**src/rtl/battle_action.sv**
```systemverilog
// Turn-based battle engine: one player action per turn, optional enemy counter-turn.
// Optional feature macro: ENEMY_TURN_EN enables the E_ACT/E_ANIM enemy turn.
module battle_action #(
    parameter int HP_MAX      = 100,
    parameter int MP_MAX      = 50,
    parameter int HEAL_AMT    = 20,
    parameter int HEAL_COST   = 10,
    parameter int MAGIC_AMT   = 15,
    parameter int ATK_DMG1    = 5,
    parameter int ATK_DMG2    = 10,
    parameter int ATK_DMG3    = 15,
    parameter int ATK_DMG4    = 20,
    parameter int ATK_COST1   = 0,
    parameter int ATK_COST2   = 0,
    parameter int ATK_COST3   = 5,
    parameter int ATK_COST4   = 10,
    parameter int ENEMY_DMG   = 8,
    parameter int ANIM_CYCLES = 16
) (
    input  logic       clk,
    input  logic       rst,
    input  logic [5:0] command,
    output logic [6:0] player_hp,
    output logic [5:0] player_mp,
    output logic [6:0] enemy_hp,
    output logic       busy,
    output logic [2:0] anim_id,
    output logic       reject,
    output logic       game_over,
    output logic       player_won
);

    localparam int CW = (ANIM_CYCLES > 1) ? $clog2(ANIM_CYCLES) : 1;
    localparam logic [CW-1:0] ANIM_LOAD = CW'(ANIM_CYCLES - 1);

`ifdef ENEMY_TURN_EN
    typedef enum logic [2:0] {
        IDLE   = 3'd0,
        P_ACT  = 3'd1,
        P_ANIM = 3'd2,
        E_ACT  = 3'd3,
        E_ANIM = 3'd4,
        OVER   = 3'd5
    } state_t;
`else
    typedef enum logic [2:0] {
        IDLE   = 3'd0,
        P_ACT  = 3'd1,
        P_ANIM = 3'd2,
        OVER   = 3'd5
    } state_t;
`endif

    state_t          state_r, next_state_s;
    logic            armed_r;
    logic [2:0]      act_r;
    logic [CW-1:0]   cnt_r;
    logic [6:0]      player_hp_r, enemy_hp_r, php_nx_s, ehp_nx_s;
    logic [5:0]      player_mp_r, pmp_nx_s;
    logic            busy_r, reject_r, game_over_r, player_won_r;
    logic [2:0]      anim_r, anim_nx_s, cmd_code_s;
    logic            accept_s, reject_s;

    // Command code doubles as the animation code: 1 heal, 2 magic, 3..6 attack 1..4, 0 invalid.
    function automatic logic [2:0] decode_cmd(input logic [5:0] cmd);
        case (cmd)
            6'b000001: return 3'd3;
            6'b000010: return 3'd4;
            6'b000100: return 3'd5;
            6'b001000: return 3'd6;
            6'b010000: return 3'd1;
            6'b100000: return 3'd2;
            default:   return 3'd0;
        endcase
    endfunction

    function automatic logic [5:0] cost_of(input logic [2:0] code);
        case (code)
            3'd1:    return 6'(HEAL_COST);
            3'd3:    return 6'(ATK_COST1);
            3'd4:    return 6'(ATK_COST2);
            3'd5:    return 6'(ATK_COST3);
            3'd6:    return 6'(ATK_COST4);
            default: return 6'd0;
        endcase
    endfunction

    function automatic logic [6:0] dmg_of(input logic [2:0] code);
        case (code)
            3'd3:    return 7'(ATK_DMG1);
            3'd4:    return 7'(ATK_DMG2);
            3'd5:    return 7'(ATK_DMG3);
            3'd6:    return 7'(ATK_DMG4);
            default: return 7'd0;
        endcase
    endfunction

    function automatic logic [6:0] sat_add7(input logic [6:0] a, input logic [6:0] b,
                                            input logic [6:0] lim);
        logic [7:0] s;
        s = {1'b0, a} + {1'b0, b};
        return (s > {1'b0, lim}) ? lim : s[6:0];
    endfunction

    function automatic logic [6:0] sat_sub7(input logic [6:0] a, input logic [6:0] b);
        logic [7:0] d;
        d = {1'b0, a} - {1'b0, b};
        return d[7] ? 7'd0 : d[6:0];
    endfunction

    function automatic logic [5:0] sat_add6(input logic [5:0] a, input logic [5:0] b,
                                            input logic [5:0] lim);
        logic [6:0] s;
        s = {1'b0, a} + {1'b0, b};
        return (s > {1'b0, lim}) ? lim : s[5:0];
    endfunction

    function automatic logic [5:0] sat_sub6(input logic [5:0] a, input logic [5:0] b);
        logic [6:0] d;
        d = {1'b0, a} - {1'b0, b};
        return d[6] ? 6'd0 : d[5:0];
    endfunction

    function automatic logic [6:0] enemy_strike(input logic [6:0] hp);
        return sat_sub7(hp, 7'(ENEMY_DMG));
    endfunction

    // Next-state logic and accept/reject decision.
    always_comb begin
        next_state_s = state_r;
        accept_s     = 1'b0;
        reject_s     = 1'b0;
        cmd_code_s   = decode_cmd(command);
        case (state_r)
            IDLE: begin
                if (armed_r && (command != 6'd0)) begin
                    if ((cmd_code_s != 3'd0) && (cost_of(cmd_code_s) <= player_mp_r)) begin
                        accept_s     = 1'b1;
                        next_state_s = P_ACT;
                    end else begin
                        reject_s = 1'b1;
                    end
                end else begin
                    next_state_s = IDLE;
                end
            end
            P_ACT: next_state_s = P_ANIM;
            P_ANIM: begin
                if (cnt_r == '0) begin
`ifdef ENEMY_TURN_EN
                    next_state_s = (enemy_hp_r == 7'd0) ? OVER : E_ACT;
`else
                    next_state_s = (enemy_hp_r == 7'd0) ? OVER : IDLE;
`endif
                end else begin
                    next_state_s = P_ANIM;
                end
            end
`ifdef ENEMY_TURN_EN
            E_ACT: next_state_s = E_ANIM;
            E_ANIM: begin
                if (cnt_r == '0) begin
                    next_state_s = (player_hp_r == 7'd0) ? OVER : IDLE;
                end else begin
                    next_state_s = E_ANIM;
                end
            end
`endif
            OVER:    next_state_s = OVER;
            default: next_state_s = IDLE;
        endcase
    end

    // Stat updates: applied only at the end of the one-cycle action states.
    always_comb begin
        php_nx_s  = player_hp_r;
        pmp_nx_s  = player_mp_r;
        ehp_nx_s  = enemy_hp_r;
        if (state_r == P_ACT) begin
            case (act_r)
                3'd1: begin
                    php_nx_s = sat_add7(player_hp_r, 7'(HEAL_AMT), 7'(HP_MAX));
                    pmp_nx_s = sat_sub6(player_mp_r, 6'(HEAL_COST));
                end
                3'd2: pmp_nx_s = sat_add6(player_mp_r, 6'(MAGIC_AMT), 6'(MP_MAX));
                3'd3, 3'd4, 3'd5, 3'd6: begin
                    ehp_nx_s = sat_sub7(enemy_hp_r, dmg_of(act_r));
                    pmp_nx_s = sat_sub6(player_mp_r, cost_of(act_r));
                end
                default: ehp_nx_s = enemy_hp_r;
            endcase
        end
`ifdef ENEMY_TURN_EN
        else if (state_r == E_ACT) begin
            php_nx_s = enemy_strike(player_hp_r);
        end
`endif
        else begin
            php_nx_s = player_hp_r;
        end
    end

    // Animation selector follows the state being entered so the output register lines up.
    always_comb begin
        anim_nx_s = 3'd0;
        if (next_state_s == P_ANIM) begin
            anim_nx_s = act_r;
        end
`ifdef ENEMY_TURN_EN
        else if (next_state_s == E_ANIM) begin
            anim_nx_s = 3'd7;
        end
`endif
        else begin
            anim_nx_s = 3'd0;
        end
    end

    // State, stats, arming, animation counter and registered outputs.
    always_ff @(posedge clk) begin
        if (rst) begin
            state_r      <= IDLE;
            armed_r      <= 1'b0;
            act_r        <= 3'd0;
            cnt_r        <= '0;
            player_hp_r  <= 7'(HP_MAX);
            enemy_hp_r   <= 7'(HP_MAX);
            player_mp_r  <= 6'(MP_MAX);
            busy_r       <= 1'b0;
            anim_r       <= 3'd0;
            reject_r     <= 1'b0;
            game_over_r  <= 1'b0;
            player_won_r <= 1'b0;
        end else begin
            state_r     <= next_state_s;
            player_hp_r <= php_nx_s;
            enemy_hp_r  <= ehp_nx_s;
            player_mp_r <= pmp_nx_s;
            if (accept_s || reject_s) begin
                armed_r <= 1'b0;
            end else if (command == 6'd0) begin
                armed_r <= 1'b1;
            end
            if (accept_s) begin
                act_r <= cmd_code_s;
            end
            if (state_r == P_ACT) begin
                cnt_r <= ANIM_LOAD;
            end
`ifdef ENEMY_TURN_EN
            else if (state_r == E_ACT) begin
                cnt_r <= ANIM_LOAD;
            end
`endif
            else if (cnt_r != '0) begin
                cnt_r <= cnt_r - 1'b1;
            end
            busy_r      <= (next_state_s != IDLE);
            anim_r      <= anim_nx_s;
            reject_r    <= reject_s;
            game_over_r <= (next_state_s == OVER);
            if ((next_state_s == OVER) && (state_r != OVER)) begin
                player_won_r <= (enemy_hp_r == 7'd0);
            end
        end
    end

    assign player_hp  = player_hp_r;
    assign player_mp  = player_mp_r;
    assign enemy_hp   = enemy_hp_r;
    assign busy       = busy_r;
    assign anim_id    = anim_r;
    assign reject     = reject_r;
    assign game_over  = game_over_r;
    assign player_won = player_won_r;

endmodule

```
**config.mk**
```make
export PLATFORM = sky130hd
export DESIGN_NAME = battle_action
export DESIGN_NICKNAME = d
export VERILOG_FILES = /design/src/rtl/battle_action.sv
export SDC_FILE = /design/constraint.sdc
export NUM_CORES = 1
export LEC_CHECK = 0
export ABC_AREA = 0
export CAP_MARGIN = 20
export CORE_MARGIN = 4
export CORE_UTILIZATION = 55
export DETAILED_ROUTE_END_ITERATION = 6
export GPL_TIMING_DRIVEN = 0
export HOLD_SLACK_MARGIN = 0.12
export PLACE_DENSITY_LB_ADDON = 0.12
export SLEW_MARGIN = 20
export SYNTH_ARGS = -nofsm -noshare
export SYNTH_HDL_FRONTEND = slang
export SYNTH_SLANG_ARGS = --single-unit
```
**constraint.sdc**
```tcl
create_clock -name clk -period 3.6 [get_ports clk]
set_input_delay 1.08 -clock clk [delete_from_list [all_inputs] [get_ports clk]]
set_output_delay 1.08 -clock clk [all_outputs]
set_load 0.005 [all_outputs]
```
==> flow_summary.toml, run 1 <==
[status]
outcome = "completed"

[cells_and_area]
flow.area_growth_from_synthesis_pct = 15.7
multi_input_comb_area_sq_um = 1760
final_nets = 396
post_route_cells_drive_above_1_share = 0.0492
final-seq-area_sq_um = 721
final_design_area_no_fill_sq_um = 3070
final.fill_count = 434
antennaDiodeCount = 0
stdcell_count = 420

[placement]
finalWeightedCongestion = 0.864
dp_cells = 412
place_hpwl_um = 4690
port_buffers = 26
detailed_place.area_sq_um = 2990

[worst_setup_path]
worst-endpoint-arrival_ps = 3640
crit_path_max_fanout = 10
cp_slowest_stage_delay_ps = 470
worst-setup-path-type = "in -> reg"
r2r.worst_path.cells = 12
startpoint = "command[0]"
cell_family_with_the_largest_share_of_critical_path_delay = "simple AND/OR/NAND/NOR gates"
reg2reg_to = "player_mp[4]"
worstSetupStartpointType = "input pin"
critPathSlowestCell = "or4_4"
worst_ep_required_time_ps = 3800
endpoint_kind_of_the_worst_setup_timing_path = "register"
setup.reg_to_reg.worst_slack_ps = 520
worst-path-stages = 10
cp_num_buf_inv = 1
crit_end = "busy"
reg_to_reg_startpoint = "act_r[1]"
crit_chain = "clkbuf_1, or4_4, nor3b_1, ha_1, a21oi_1, o22ai_1, o221a_2, nor4_4, nor2_2, a311oi_2"

[yosys]
post_synthesis_cell_type_with_the_largest_combined_area = "dfxtp_1"
post_synth_inst_count = 331
post_synth_num_cell_types = 62
synth.top_cells.by_area = "dfxtp_1 (27%), ha_1 (9.9%), a21oi_1 (4.7%)"
avgSynthCellArea_sq_um = 8.02
synth.cells.most_frequent = "dfxtp_1 (36), nor2_1 (27), a21oi_1 (25), inv_1 (25), nand2_1 (23)"
async_flop_share = 0
yosysMostFrequentCell = "dfxtp_1"
yosysTopAreaCellShare = 0.272
synth.cell_area_sq_um = 2650
synth.yosys.seq_area_share = 0.272
yosys_warnings = 0
top_flip_flop_cell_by_instance_count_after_synthesis = "dfxtp_1"
synth_seq_cells = 36
synth-edff-count = 0

[clock_tree]
cts_tree = "built"
clk-insertion-delay-late_ps = 290
number_of_buffers_inserted_to_repair_setup_after_cts = 0
ctsLongestPathBuffers = 2
ctsHoldBuffers = 0
clk_transition_reported_paths_ps = 70
cts_inserted_buffers = 5
clock_sinks = 36
htreeDepth = 2
post_cts.resized_instances = 0
ctsRootBufferMaster = "clkbuf_8"

[floorplan]
boundaryPins = 35
die_y_um = 77.5
design.die.area_sq_um = 6000
rows = 25
core_region_area_sq_um = 4690
initial_utilization = 0.566
floorplan.die.width_um = 77.5

[power]
p_leak_nw = 1.20
post-layout-total-power_uw = 859
power.density_nw_per_um2 = 280
power.ir.vdd_worst_uv = 188

[timing]
hold_violations = 0
unrepaired_setup_endpoints_after_global_routing = "false"
hold_slack_ps = 452
timing.final.crit_share = 0.955
slew-limit-headroom = 0.481
totalNegativeSetupSlack_ps = 0
drv_slew = 0
timing_worst_slew_pin_value_ps = 776
post-route-min-period_ps = 3440
finClkSkew_ps = 4.23
setup_violations = 0
max_freq_ghz = 0.291

[drt]
detailroute.via_count = 2478
drcViolationCount = 0
route.detailed.wl_per_inst_um = 14.8
drt_iter0_drc = 139
antenna_violating_nets_post_route = 0
postRouteWirelength_um = 6210
number_of_vias_per_cell = 5.90
dr.pass1.iters = 4

[grt]
grtUsageTotal = 0.218
grt_pass1_vias = 2301
grt_antenna_before_repair = 0
grt_pass1_wl_um = 10700
grt_start_max_net_pins = 12
grt_overflow = 0

[flow_run]
cap_violations = 0

[min_path]
min_path_type = "reg -> reg"
kinds of logic (layout without fill, tap and decap cells):
family,count (synthesis),in the layout,share of synthesized area
other,1,2,0.00141
xor gates and xnor gates,15,15,0.0495
DFF,36,36,0.272
and+or+nand+nor,114,114,0.235
buffers and inverters,43,77,0.0684
adders and majority gates,25,25,0.122
muxes,6,6,0.0226
AOI/OAI and AO/OA,91,91,0.230
layout make-up:
type | instances | area share
flip-flops and latches | 36 | 0.235
clock inverters | 1 | 0.00285
repair buffers | 26 | 0.0848
clock buffers | 7 | 0.0249
inverters | 26 | 0.0318
plain buffers | 17 | 0.0273
multi-input cells | 253 | 0.572
well taps | 54 | 0.0220
where the power goes:
group	switching (mW)	total, mW	internal, mW
clock	0.147	0.286	0.138
combinational	0.0800	0.143	0.0631
sequential	0.0134	0.430	0.417
worst reg2reg max path: stages, from the launching register on:
cell and delay, ps:
dfxtp_1 300, clkbuf_1 180, nand2b_1 280, or2_2 340
inv_1 60, ha_1 160, inv_1 60, fa_1 390
a21o_1 190, a21oi_1 290, maj3_1 240, a41oi_1 130
a221o_1 370
worst min-delay path by stage:
stage               start    endpoint  slack (ps)  cells past startpoint
6_report       player_won  player_won         450                      2
5_1_grt        player_won  player_won         470                      2
4_1_cts        player_won  player_won         460                      2
3_5_place_dp   player_won  player_won         450                      2
3_3_place_gp   player_won  player_won         440                      2
2_1_floorplan  player_won  player_won         440                      2
cells in the final DEF, fill, tap and decap left out, types with 5 or more instances in the layout:
cell,n
inv_1,25
nor3_1,9
dfxtp_1,36
nor4_1,7
ha_1,21
clkbuf_8,5
clkbuf_1,14
nor2_1,27
xnor2_1,7
nand2b_1,6
a21oi_1,25
nor2b_1,7
nand2_1,23
o21ai_0,22
mux2i_1,6
clkdlybuf4s50_1,26
xor2_1,8
metal layers:
layer  track usage  wire length [um]  vias up
met1         0.293              2950     1136
met5             0                 0        -
met3        0.0360               251        7
met2         0.353              2930       65
met4        0.0730                75        0
li1              -                 -     1270
metrics by stage:
| stage | setup WS (ps) | util |
|---|---|---|
| after detailed placement | -120 | 0.636 |
| after CTS | 173 | 0.654 |
| after global placement | -87.6 | 0.636 |
| final | 161 | 0.654 |
| after global routing | 28.0 | 0.654 |
| after floorplan | 193 | - |
sequential cells by signal (all words and copies together), names as in the netlist:
signal,flops
game_over,1
enemy_hp,7
anim_id,3
player_mp,6
cnt_r,4
state_r,3
armed_r,1
act_r,3
player_won,1
busy,1
reject,1
player_hp,5
Note: power is estimated with default switching activity, not from simulation.
==> run 2: changes to the inputs <==
PLACE_DENSITY = 0.8   (was unset)
PLACE_DENSITY_LB_ADDON = unset   (was 0.12)
==> flow_summary.toml, run 2 (synthesized netlist as in run 1, its figures left out) <==
[status]
outcome = "completed"

[clock_tree]
cts_tree = "built"
clock_sinks = 36
cts_inserted_buffers = 5
clk-insertion-delay-late_ps = 280
ctsLongestPathBuffers = 2
ctsRootBufferMaster = "clkbuf_8"
post_cts.resized_instances = 0
clk_transition_reported_paths_ps = 70
ctsHoldBuffers = 0
htreeDepth = 2
number_of_buffers_inserted_to_repair_setup_after_cts = 0

[power]
share_seq_of_total_power = 0.507
swShare = 0.279
p_sw_uw = 237
comb_power_share = 0.170
power.density_nw_per_um2 = 277
power.ir.vdd_worst_uv = 153
clkPwrFrac = 0.323
p_leak_nw = 1.20
post-layout-total-power_uw = 848
internal_power_uw = 612

[cells_and_area]
flow.area_growth_from_synthesis_pct = 15.4
antennaDiodeCount = 0
final_common_cell = "dfxtp_1"
final.fill_count = 429
multi_input_comb_area_sq_um = 1760
layout.cells.most_common_list = "dfxtp_1 (36), nor2_1 (27), clkdlybuf4s50_1 (26)"
final_nets = 396
final-seq-area_sq_um = 721
post_route_cells_drive_above_1_share = 0.0493
post-route-util = 0.653
largest_register_ffs = 7

[drt]
postRouteWirelength_um = 6230
drt_iter0_drc = 207
number_of_vias_per_cell = 5.98
route.detailed.wl_per_inst_um = 14.9
drcViolationCount = 0
detailroute.via_count = 2505
antenna_violating_nets_post_route = 0
dr.pass1.iters = 4

[min_path]
worst_hold_path.num_cells = 2
min_path_type = "reg -> reg"

[floorplan]
boundaryPins = 35
die_y_um = 77.5
floorplan.die.width_um = 77.5
rows = 25
design.die.area_sq_um = 6000
core_region_area_sq_um = 4690
initial_utilization = 0.566

[grt]
grt_overflow = 0
grt_antenna_before_repair = 0
grtUsageTotal = 0.215
grt_start_max_net_pins = 11
grt_pass1_wl_um = 10900
grt_pass1_vias = 2363

[timing]
setup_violations = 0
timing_worst_slew_pin_value_ps = 795
drv_slew = 0
finClkSkew_ps = 6.12
timing.final.crit_share = 0.943
post-route-min-period_ps = 3390
hold_violations = 0
unrepaired_setup_endpoints_after_global_routing = "false"
max_freq_ghz = 0.295
slew-limit-headroom = 0.469

[flow_run]
cap_violations = 0

[placement]
finalWeightedCongestion = 0.909
port_buffers = 26
place_hpwl_um = 4690

[worst_setup_path]
crit_path_max_fanout = 10
crit_chain = "clkbuf_1, or4_4, nor3b_1, ha_1, a21oi_1, o22ai_1, o221a_2, nor4_4, nor2_2, a311oi_2"
worst_ep_required_time_ps = 3800
worst-endpoint-arrival_ps = 3590
r2r.worst_path.cells = 12
critPathSlowestCell = "or4_4"
worstSetupStartpointType = "input pin"
cp_slowest_stage_delay_ps = 480
endpoint_kind_of_the_worst_setup_timing_path = "register"
worst-setup-path-type = "in -> reg"
[run 2: changes by cell type in the layout (fill, tap and decap cells not counted), sizes merged]
cell    delta
clkbuf     -1
[run 2: area by class of cell]
class                      instances  share of cell area
tap                               54              0.0221
sequential                        36               0.235
buffer                            17              0.0274
clock buffer                       6              0.0237
timing repair buffer              26              0.0850
clock inverter                     1             0.00163
inverter                          26              0.0319
multi-input combinational        253               0.573
[run 2: metal layers]
layer,share of wire,vias up,GRT usage,wire length [um]
met2,0.46,74,0.350,2870
met4,0.015,0,0.0498,91
met3,0.049,10,0.0255,308
met5,0,-,0,0
li1,-,1267,-,-
met1,0.47,1154,0.304,2950
[run 2: worst paths after layout]
kind,slack [ps],start,endpoint
max,210,command[0],busy
min,450,player_won,player_won
max reg2reg,420,act_r[1],player_mp[4]
min reg2reg,450,player_won,player_won
[run 2: critical path: cells and delay by family]
kind	cells	cell delay, ps
compound gates	4	780
fa+ha+maj	1	310
buf+inv	1	200
simple gates	4	1230
[run 2: power by group through the flow]
| stage | combinational (mW) | sequential (mW) | clock, mW |
|---|---|---|---|
| final | 0.144 | 0.431 | 0.274 |
| after CTS | 0.145 | 0.431 | 0.274 |
| after floorplan | 0.118 | 0.436 | 0 |
| after detailed placement | 0.143 | 0.440 | 0 |
| after global placement | 0.139 | 0.439 | 0 |
| after global routing | 0.167 | 0.433 | 0.295 |
[run 2: metrics by stage]
step	area [sq um]	cells	setup WS (ps)	TNS, ps	hold WS, ps
5_1_grt	3060	419	48.1	0	497
3_5_place_dp	2990	412	-119	-419	449
6_report	3060	419	205	0	455
3_3_place_gp	2990	412	-53.2	-124	443
4_1_cts	3060	419	175	0	459
2_1_floorplan	2660	332	193	0	442
